$ cat config.mk
export PLATFORM = sky130hd
export DESIGN_NAME = reg_xfer_ctrl
export DESIGN_NICKNAME = d
export VERILOG_FILES = /design/src/rtl/reg_xfer_ctrl.sv
export SDC_FILE = /design/constraint.sdc
export NUM_CORES = 1
export LEC_CHECK = 0
export ABC_CLOCK_PERIOD_IN_PS = 4300
export CAP_MARGIN = 20
export CORE_UTILIZATION = 27
export CTS_CLUSTER_SIZE = 40
export DETAILED_ROUTE_END_ITERATION = 6
export GPL_TIMING_DRIVEN = 1
export SLEW_MARGIN = 20
export SYNTH_ARGS = -nofsm -noshare
export SYNTH_HDL_FRONTEND = slang
export SYNTH_SLANG_ARGS = --single-unit
$ cat constraint.sdc
create_clock -name clk -period 4.3 [get_ports clk]
set_clock_uncertainty 0.05 [all_clocks]
set_input_delay 0.43 -clock clk [delete_from_list [all_inputs] [get_ports clk]]
set_output_delay 0.43 -clock clk [all_outputs]
set_load 0.02 [all_outputs]
$ cat src/rtl/reg_xfer_ctrl.sv
// Register-transfer sequencer: turns MOV/XCHG/LDI/READ commands into timed accesses on
// the register file's single address/data/load port, including swaps through temporaries.
//
// state | meaning
// IDLE  | waiting for a command, cmd_ready high
// RD_A  | read request for src
// RD_B  | read request for dst, capture old src value into tmp_a
// WR_B  | write dst (imm or tmp_a), capture old dst value into tmp_b
// WR_A  | write src with tmp_b (exchange only)
// RSP   | hold READ result until consumed
module reg_xfer_ctrl #(
    parameter int DATA_W = 16,
    parameter int ADDR_W = 16,
    parameter int IDX_W  = 4
) (
    input  logic              clk,
    input  logic              rst_n,
    input  logic              cmd_valid,
    output logic              cmd_ready,
    input  logic [1:0]        cmd_op,
    input  logic [IDX_W-1:0]  cmd_src,
    input  logic [IDX_W-1:0]  cmd_dst,
    input  logic [DATA_W-1:0] cmd_imm,
    output logic [ADDR_W-1:0] rf_addr,
    output logic [DATA_W-1:0] rf_data,
    output logic              rf_load,
    input  logic [DATA_W-1:0] rf_rdata,
    output logic              rsp_valid,
    input  logic              rsp_ready,
    output logic [DATA_W-1:0] rsp_data,
    output logic              done
);

    typedef enum logic [2:0] {
        IDLE = 3'd0,
        RD_A = 3'd1,
        RD_B = 3'd2,
        WR_B = 3'd3,
        WR_A = 3'd4,
        RSP  = 3'd5
    } state_t;

    localparam logic [1:0] OP_MOV  = 2'b00;
    localparam logic [1:0] OP_XCHG = 2'b01;
    localparam logic [1:0] OP_LDI  = 2'b10;
    localparam logic [1:0] OP_READ = 2'b11;

    state_t              state;
    logic [1:0]          op_q;
    logic [IDX_W-1:0]    src_q;
    logic [IDX_W-1:0]    dst_q;
    logic [DATA_W-1:0]   imm_q;
    logic [DATA_W-1:0]   tmp_a;
    logic [DATA_W-1:0]   tmp_b;
    logic                load_raw;

    assign cmd_ready = (state == IDLE) && rst_n;

    always_ff @(posedge clk) begin
        if (!rst_n) begin
            state     <= IDLE;
            op_q      <= OP_MOV;
            src_q     <= '0;
            dst_q     <= '0;
            imm_q     <= '0;
            tmp_a     <= '0;
            tmp_b     <= '0;
            rsp_valid <= 1'b0;
            rsp_data  <= '0;
            done      <= 1'b0;
        end else begin
            done <= 1'b0;
            case (state)
                IDLE: begin
                    if (cmd_valid && cmd_ready) begin
                        op_q  <= cmd_op;
                        src_q <= cmd_src;
                        dst_q <= cmd_dst;
                        imm_q <= cmd_imm;
                        state <= (cmd_op == OP_LDI) ? WR_B : RD_A;
                    end
                end
                RD_A: state <= RD_B;
                RD_B: begin
                    tmp_a <= rf_rdata;
                    if (op_q == OP_READ) begin
                        rsp_data  <= rf_rdata;
                        rsp_valid <= 1'b1;
                        state     <= RSP;
                    end else begin
                        state <= WR_B;
                    end
                end
                WR_B: begin
                    // rf_rdata here is the dst value read in RD_B, before this cycle's write lands
                    tmp_b <= rf_rdata;
                    if (op_q == OP_XCHG) begin
                        state <= WR_A;
                    end else begin
                        state <= IDLE;
                        done  <= 1'b1;
                    end
                end
                WR_A: begin
                    state <= IDLE;
                    done  <= 1'b1;
                end
                RSP: begin
                    if (rsp_ready) begin
                        rsp_valid <= 1'b0;
                        state     <= IDLE;
                        done      <= 1'b1;
                    end
                end
                default: state <= IDLE;
            endcase
        end
    end

    always_comb begin
        rf_addr  = '0;
        rf_data  = '0;
        load_raw = 1'b0;
        case (state)
            RD_A: rf_addr = ADDR_W'(src_q);
            RD_B: rf_addr = ADDR_W'(dst_q);
            WR_B: begin
                rf_addr  = ADDR_W'(dst_q);
                rf_data  = (op_q == OP_LDI) ? imm_q : tmp_a;
                load_raw = 1'b1;
            end
            WR_A: begin
                rf_addr  = ADDR_W'(src_q);
                rf_data  = tmp_b;
                load_raw = 1'b1;
            end
            default: ;
        endcase
    end

    // A reset cycle must never write, even if the state register still says WR_*
    assign rf_load = load_raw && rst_n;

endmodule

## Word-level counts from Yosys, hierarchy flattened

Cells that the tools add are included.

- Flip-flop bits (word level): 79

- Reduce and logical (&&, ||, !) cells: 12
- Eq/ne operators: 12
- Muxes and demuxes: 16

Operator list:

| cell | count |
|---|---|
| case mux 16 bit (2 select lines) | 1 |
| two-way mux 16 bit | 1 |
| case mux 3 bit (5 select lines) | 1 |
| two-way mux 3 bit | 4 |
| case mux 4 bit (2 select lines) | 1 |
| equality test 2 bit (second input constant) | 3 |
| equality test 3 x 2 -> 1 bit (second input constant) | 2 |
| equality test 3 bit (second input constant) | 2 |
| AND reduction 2 bit | 3 |
| OR reduction 2 bit | 3 |
| two-way mux 1 bit | 5 |
| inequality test 2 bit (second input constant) | 2 |
| equality test 3 x 1 -> 1 bit (second input constant) | 1 |
| logical AND 1 bit | 3 |
| logical NOT 3 bit | 1 |
| case mux 1 bit (3 select lines) | 1 |
| AND reduction 3 bit | 1 |
| equality test 2 x 1 -> 1 bit (second input constant) | 1 |
| two-way mux 2 bit | 1 |
| inequality test 2 x 1 -> 1 bit (second input constant) | 1 |
| case mux 1 bit (2 select lines) | 1 |
| nonzero test 2 bit | 1 |

## Logic depth before layout (Yosys ltp)

Gate-level depths: netlist of run 1.

- Word-level depth: 5
- Mapped depth: 5

## Least setup slack after synthesis of run 1

OpenSTA, ideal clock, no wires.

- Path type: register -> output
- From: reg state[2]
- To: out rf_data[10]
- Required time: 3.820 ns
- Slack: 2.434 ns
- Stages on the path, launching flop included: 6
- Arrival time: 1.386 ns
- Path through: dfxtp_1 > buf_4 > nor3b_2 > buf_2 > nand2_1 > o21ai_0

- Longest elaborated chain between the ends: 2

RTL lines:

| element | RTL line | source |
|---|---|---|
| start: declaration | 48 | `state_t state;` |
| start signal: assignment | 80 | `state <= (cmd_op == OP_LDI) ? WR_B : RD_A;` |
| equality test 3 bit / equality test 3 x 2 -> 1 bit (equally long branches) | 124 | `case (state)` |
| case mux 16 bit (2 select lines) * | 124 |  |
| end: declaration | 25 | `output logic [DATA_W-1:0] rf_data,` |

Every way passes the cells marked *; elsewhere a longest branch is shown, timed or not.

## Worst setup path after layout of run 1

- From: reg state[0]
- To: out rf_data[15]

The elaborated chain is that of the path after synthesis.

==> run metrics, run 1 <==
maximum vdd drop=0.2351 mV; Worst Hold Class=reg2reg; worst-path cell chain=nand3b_1, buf_4, o21ai_0, clkdlybuf4s50_1; hold_sp=imm_q[9]; Yosys cell types=38; top cell type's share of synthesized area=43.54%; WP depth=4; clk_lat worst skew=340 ps; Max-slew headroom=36.92%; H-tree levels=3; Initial DRC Count=135; width of the die=118.0 µm; drc violations=0; cell family with most CP delay=buffers and inverters; Ys Warns=0; DRT Wirelength=9.148 mm; IO Port Bufs=85; Final Non-Filler Cells=685; height of the die=118.0 µm; initial core utilization=27.54%; Multi-input gate area=1755 µm²; final core utilization=36.76%; Final Hold Fails=0; Max Root-Sink Buffers=2; Buf/Inv on CP=2; syn avg cell area=8.408 µm²; Placed Cells=669; CP max stage cell=dfxtp_1; full die area=13920 µm²; vias in the first global route=3035; FF+latch count, synth=79; FF-to-FF End=rsp_data[4]; Hold EP=imm_q[9]; grt total ovfl=0; Final Max Tran Viols=0; Routed WL per cell=13.35 µm; Routed Antenna Nets=0; Critical Path AT=2860 ps; Mapped Cells=432; final setup fails=0; row cnt=42; GP Congestion=0.7024; Reg area=1582 µm²; Worst Path Required=3820 ps; Vias=3048; Fillers=1363; n_diodes=0; fin crit share=77.73%; ranking of synthesized cells by area=dfxtp_1, mux2i_1, nand2_1; Setup crit start kind=flip-flop; CP Class=reg2out; initial antenna violation count=0; placed cell area=4549 µm²; CP Max Fanout=18; r2r worst-path depth=3; setup TNS=0 ps; Synth area leader=dfxtp_1; highest clock rate=299.2 MHz; hold_buf cts=0; Setup Fix Bufs, Post-CTS=0; first-pass GRT wire length=14.80 mm; Detailed Place HPWL=5.992 mm; largest net degree at the start of global routing=86; most common cell after layout, fill and taps aside=nand2_1; min cycle time layout=3342 ps; reg2reg start=state[1]; crit-path max cell delay=630 ps; RSZ-0062 raised after global routing=false; DRT Pass-1 Iters=4; Total GRT Usage=13.91%; clk root buf=clkbuf_16; cts bufs inserted=9; flop-to-flop setup slack=2030 ps; clock-pin slew on the worst setup and hold paths=60 ps; endpoint class of the critical path=output pin; post-synthesis sequential area ratio=43.54%; core area=13190 µm²; commonest cells after routing, fill and taps aside=nand2_1, clkdlybuf4s50_1, dfxtp_1; Via density=4.450; CTS tree=yes; hold depth=2; Leak=1.976 nW; Nets=550; PostCTS Resize Cnt=0; status=finished clean; max-cap violations=0; mapped cell area=3632 µm²; I/O Pins=98; synth-to-layout area growth=33.48%; layout cell share with drive strength beyond 1=5.305%; clock sink total=79; P per Cell Area=366.9 nW/µm²; post-route cell area=4848 µm²; Worst Max-Slew Pin Slew=946.1 ps
-- cells by family after synthesis --
logic type | after synthesis | synth area share [%]
AO/OA/AOI/OAI | 61 | 11.61
XOR/XNOR | 2 | 0.4823
buffers and inverters | 69 | 9.404
flip-flops | 79 | 43.54
multiplexers | 58 | 15.98
other | 1 | 0.1032
AND/OR/NAND/NOR | 162 | 18.88
-- synthesized netlist by cell type --
| cell type | n |
|---|---|
| a21oi_1 | 2 |
| buf_2 | 9 |
| buf_1 | 2 |
| o221a_2 | 1 |
| o21a_1 | 2 |
| nor2_1 | 5 |
| conb_1 | 1 |
| a21boi_1 | 2 |
| buf_8 | 1 |
| buf_6 | 1 |
| a31oi_1 | 1 |
| inv_1 | 29 |
| nand2b_1 | 2 |
| a211oi_1 | 1 |
| nor2_8 | 1 |
| dfxtp_1 | 79 |
| nor3b_2 | 1 |
| clkbuf_1 | 13 |
| or3b_1 | 1 |
| nand2_1 | 142 |
| nor3_1 | 1 |
| nor2b_1 | 3 |
| o41ai_1 | 1 |
| o21bai_1 | 1 |
| and2_1 | 1 |
| buf_4 | 14 |
| mux2i_1 | 58 |
| and3b_1 | 1 |
| nand3_1 | 1 |
| o32ai_1 | 1 |
| o21ai_0 | 16 |
| a22o_1 | 3 |
| nor4bb_1 | 1 |
| xor2_1 | 1 |
| xnor2_1 | 1 |
| a21boi_0 | 30 |
| nand3b_1 | 1 |
| nor3b_4 | 1 |
-- flip-flops by register name (all words and copies together), names as in the netlist --
register / cells
done: 1
dst_q: 4
imm_q: 16
op_q: 2
rsp_data: 16
rsp_valid: 1
src_q: 4
state: 3
tmp_a: 16
tmp_b: 16
-- stage by stage --
step	hold slack (ps)	total power [mW]	setup WS, ps
after global routing	425.6	1.874	712.6
after CTS	407.0	1.817	875.5
after global placement	392.7	1.028	1257
after floorplan	384.4	0.9507	2434
final	405.6	1.779	957.8
after detailed placement	401.6	1.035	1279
-- tightest hold or removal path, cell delays in order, from the launching register on --
cell     delay (ps)
dfxtp_1         310
nand2_1          50
mux2i_1          50
-- worst max path at each step --
stage | slack (ps) | to | from
6_report | 960 | rf_data[15] | state[0]
5_1_grt | 710 | rf_data[0] | state[0]
4_1_cts | 880 | rf_data[2] | state[0]
3_5_place_dp | 1280 | rf_data[2] | state[0]
3_3_place_gp | 1260 | rf_data[6] | state[0]
2_1_floorplan | 2430 | rf_data[10] | state[2]
-- cell type report --
| type | count | area share [%] |
|---|---|---|
| inverter | 29 | 2.245 |
| sequential | 79 | 32.62 |
| clock inverter | 6 | 1.239 |
| clock buffer | 10 | 4.929 |
| tap | 176 | 4.542 |
| timing repair buffer | 90 | 18.22 |
| multi-input combinational | 295 | 36.21 |
-- power by group --
part | internal, mW | switching (mW)
combinational | 0.102 | 0.113
clock | 0.462 | 0.304
sequential | 0.771 | 0.0272
-- routing by layer --
layer / part of all wire [%] / track usage, % / vias up
met5: 0 / 0 / -
met4: 1.0 / 4.487 / 0
met3: 5.1 / 5.523 / 9
met2: 50 / 23.64 / 81
met1: 44 / 15.82 / 1439
li1: - / - / 1519
(Power assumes the default switching activity.)
==> run 2: changes to the inputs <==
--- a/config.mk
+++ b/config.mk
@@ -5,7 +5,7 @@
 export SDC_FILE = /design/constraint.sdc
 export NUM_CORES = 1
 export LEC_CHECK = 0
-export ABC_CLOCK_PERIOD_IN_PS = 4300
+export ABC_CLOCK_PERIOD_IN_PS = 2700
 export CAP_MARGIN = 20
 export CORE_UTILIZATION = 27
 export CTS_CLUSTER_SIZE = 40
==> constraint.sdc (replaced) <==
create_clock -name clk -period 2.7 [get_ports clk]
set_clock_uncertainty 0.05 [all_clocks]
set_input_delay 0.27 -clock clk [delete_from_list [all_inputs] [get_ports clk]]
set_output_delay 0.27 -clock clk [all_outputs]
set_load 0.02 [all_outputs]
==> run metrics, run 2 (synthesis results as in run 1) <==
Critical Path AT=2240 ps (was 2860 ps); Nets=557 (was 550); core area=13190 µm² (unchanged); synth-to-layout area growth=35.62% (was 33.48%); Max Root-Sink Buffers=2 (unchanged); Detailed Place HPWL=6.045 mm (was 5.992 mm); Routed Antenna Nets=0 (unchanged); commonest cells after routing, fill and taps aside=nand2_1, clkdlybuf4s50_1, dfxtp_1 (unchanged); drc violations=1 (was 0); CP Max Fanout=33 (was 18); clock-pin slew on the worst setup and hold paths=60 ps (about the same); clk_lat worst skew=330 ps (was 340 ps); most common cell after layout, fill and taps aside=nand2_1 (unchanged); CP Class=reg2out (unchanged); PostCTS Resize Cnt=0 (unchanged); Initial DRC Count=162 (was 135); Clk network pwr share=44.5% (was 43.1%); Final Hold Fails=0 (unchanged); P per Cell Area=594.6 nW/µm² (was 366.9 nW/µm²); final core utilization=37.35% (was 36.76%); cts bufs inserted=9 (unchanged); min cycle time layout=2561 ps; placed cell area=4602 µm² (was 4549 µm²); full die area=13920 µm² (unchanged); layout cell share with drive strength beyond 1=6.395% (was 5.305%); vias in the first global route=2985 (was 3035); Worst Max-Slew Pin Slew=509.9 ps (was 946.1 ps); Total GRT Usage=13.55% (was 13.91%); Setup crit start kind=flip-flop (unchanged); DRT Pass-1 Iters=6 (was 4); Setup Fix Bufs, Post-CTS=0 (unchanged); fin crit share=94.84%; endpoint class of the critical path=output pin (unchanged); Max-slew headroom=65.56% (was 36.92%); highest clock rate=390.5 MHz; width of the die=118.0 µm (unchanged); switching part of the total=23.81% (was 24.97%); clock sink total=79 (unchanged); Final Max Tran Viols=0 (unchanged); Worst Path Required=2380 ps (was 3820 ps); H-tree levels=3 (unchanged); Routed WL per cell=13.18 µm (was 13.35 µm); failing checks=DRC; RSZ-0062 raised after global routing=false (unchanged); initial antenna violation count=0 (unchanged); I/O Pins=98 (unchanged); final setup fails=0 (unchanged); largest net degree at the start of global routing=46 (was 86); clk root buf=clkbuf_16 (unchanged); Comb pwr share=12.2% (was 12.1%); post-route cell area=4926 µm² (was 4848 µm²); setup TNS=0 ps (unchanged); hold_buf cts=0 (unchanged); grt total ovfl=0 (unchanged); Fillers=1374 (was 1363); status=finished with violations (was finished clean); Worst Hold Class=in2reg (was reg2reg); P_sw=697.5 µW (was 444.1 µW); height of the die=118.0 µm (unchanged); IO Port Bufs=85 (unchanged); n_diodes=0 (unchanged); sequential power share=43.3% (was 44.9%); Vias=3003 (was 3048); CTS tree=yes (unchanged); GP Congestion=0.7427 (was 0.7024); row cnt=42 (unchanged); maximum vdd drop=0.2947 mV (was 0.2351 mV); Int Power=2.232 mW (was 1.335 mW); Leak=2.021 nW (was 1.976 nW); first-pass GRT wire length=14.64 mm (was 14.80 mm); Via density=4.340 (was 4.450); initial core utilization=27.54% (unchanged); DRT Wirelength=9.124 mm (was 9.148 mm); max-cap violations=0 (unchanged)
## run 2: cell types whose count changed in the layout (fill, tap and decap cells not counted), sizes merged
cell and change:
buf +7, bufinv +1, clkbuf +1, clkinv -1
clkinvlp -1
## run 2: area by class of cell
cell class              instances  area, µm²  area share [%]
well taps                     176      220.2           4.470
repair buffers                 97      935.9           19.00
clock inverters                 5      81.33           1.651
multi-input cells             295       1755           35.64
inverters                      29      108.9           2.210
clock buffers                  11      242.7           4.928
flip-flops and latches         79       1582           32.11
## run 2: through the flow
| stage | cells | setup slack, ps | hold WS (ps) | total power, mW |
|---|---|---|---|---|
| 2_1_floorplan | 443 | 994.4 | 352.3 | 1.514 |
| 3_3_place_gp | 676 | 626.6 | 395.4 | 1.646 |
| 3_5_place_dp | 676 | 530.2 | 395.7 | 1.656 |
| 4_1_cts | 692 | 144.8 | 229.3 | 2.974 |
| 5_1_grt | 692 | 33.45 | 247.3 | 3.064 |
| 6_report | 692 | 139.4 | 242.0 | 2.929 |
## run 2: worst max-delay path, cell delays in order, from the launching register on
cell,delay [ps]
dfxtp_1,570
nand3b_1,120
buf_4,270
o21ai_0,280
clkdlybuf4s50_1,660
## run 2: final timing paths
path	startpoint	to	slack [ps]	cells past startpoint
worst max-delay path	state[1]	rf_data[13]	140	4
worst max register to register	state[1]	rsp_valid	710	4
worst min-delay path	rst_n	src_q[2]	240	3
worst min register to register	tmp_a[5]	tmp_a[5]	400	2
## run 2: power groups by stage
| stage | sequential [mW] | clock, mW | combinational (mW) |
|---|---|---|---|
| after floorplan | 1.28 | 0 | 0.235 |
| after global placement | 1.29 | 0 | 0.356 |
| after detailed placement | 1.29 | 0 | 0.363 |
| after CTS | 1.27 | 1.34 | 0.364 |
| after global routing | 1.28 | 1.40 | 0.392 |
| final | 1.27 | 1.30 | 0.357 |
## run 2: layer usage
| metal | vias to the layer above | wire length [µm] | track usage, % |
|---|---|---|---|
| met3 | 11 | 428 | 3.779 |
| met4 | 0 | 119 | 4.647 |
| met1 | 1399 | 4032 | 15.73 |
| met2 | 69 | 4544 | 23.75 |
| li1 | 1524 | - | - |
| met5 | - | 0 | 0 |
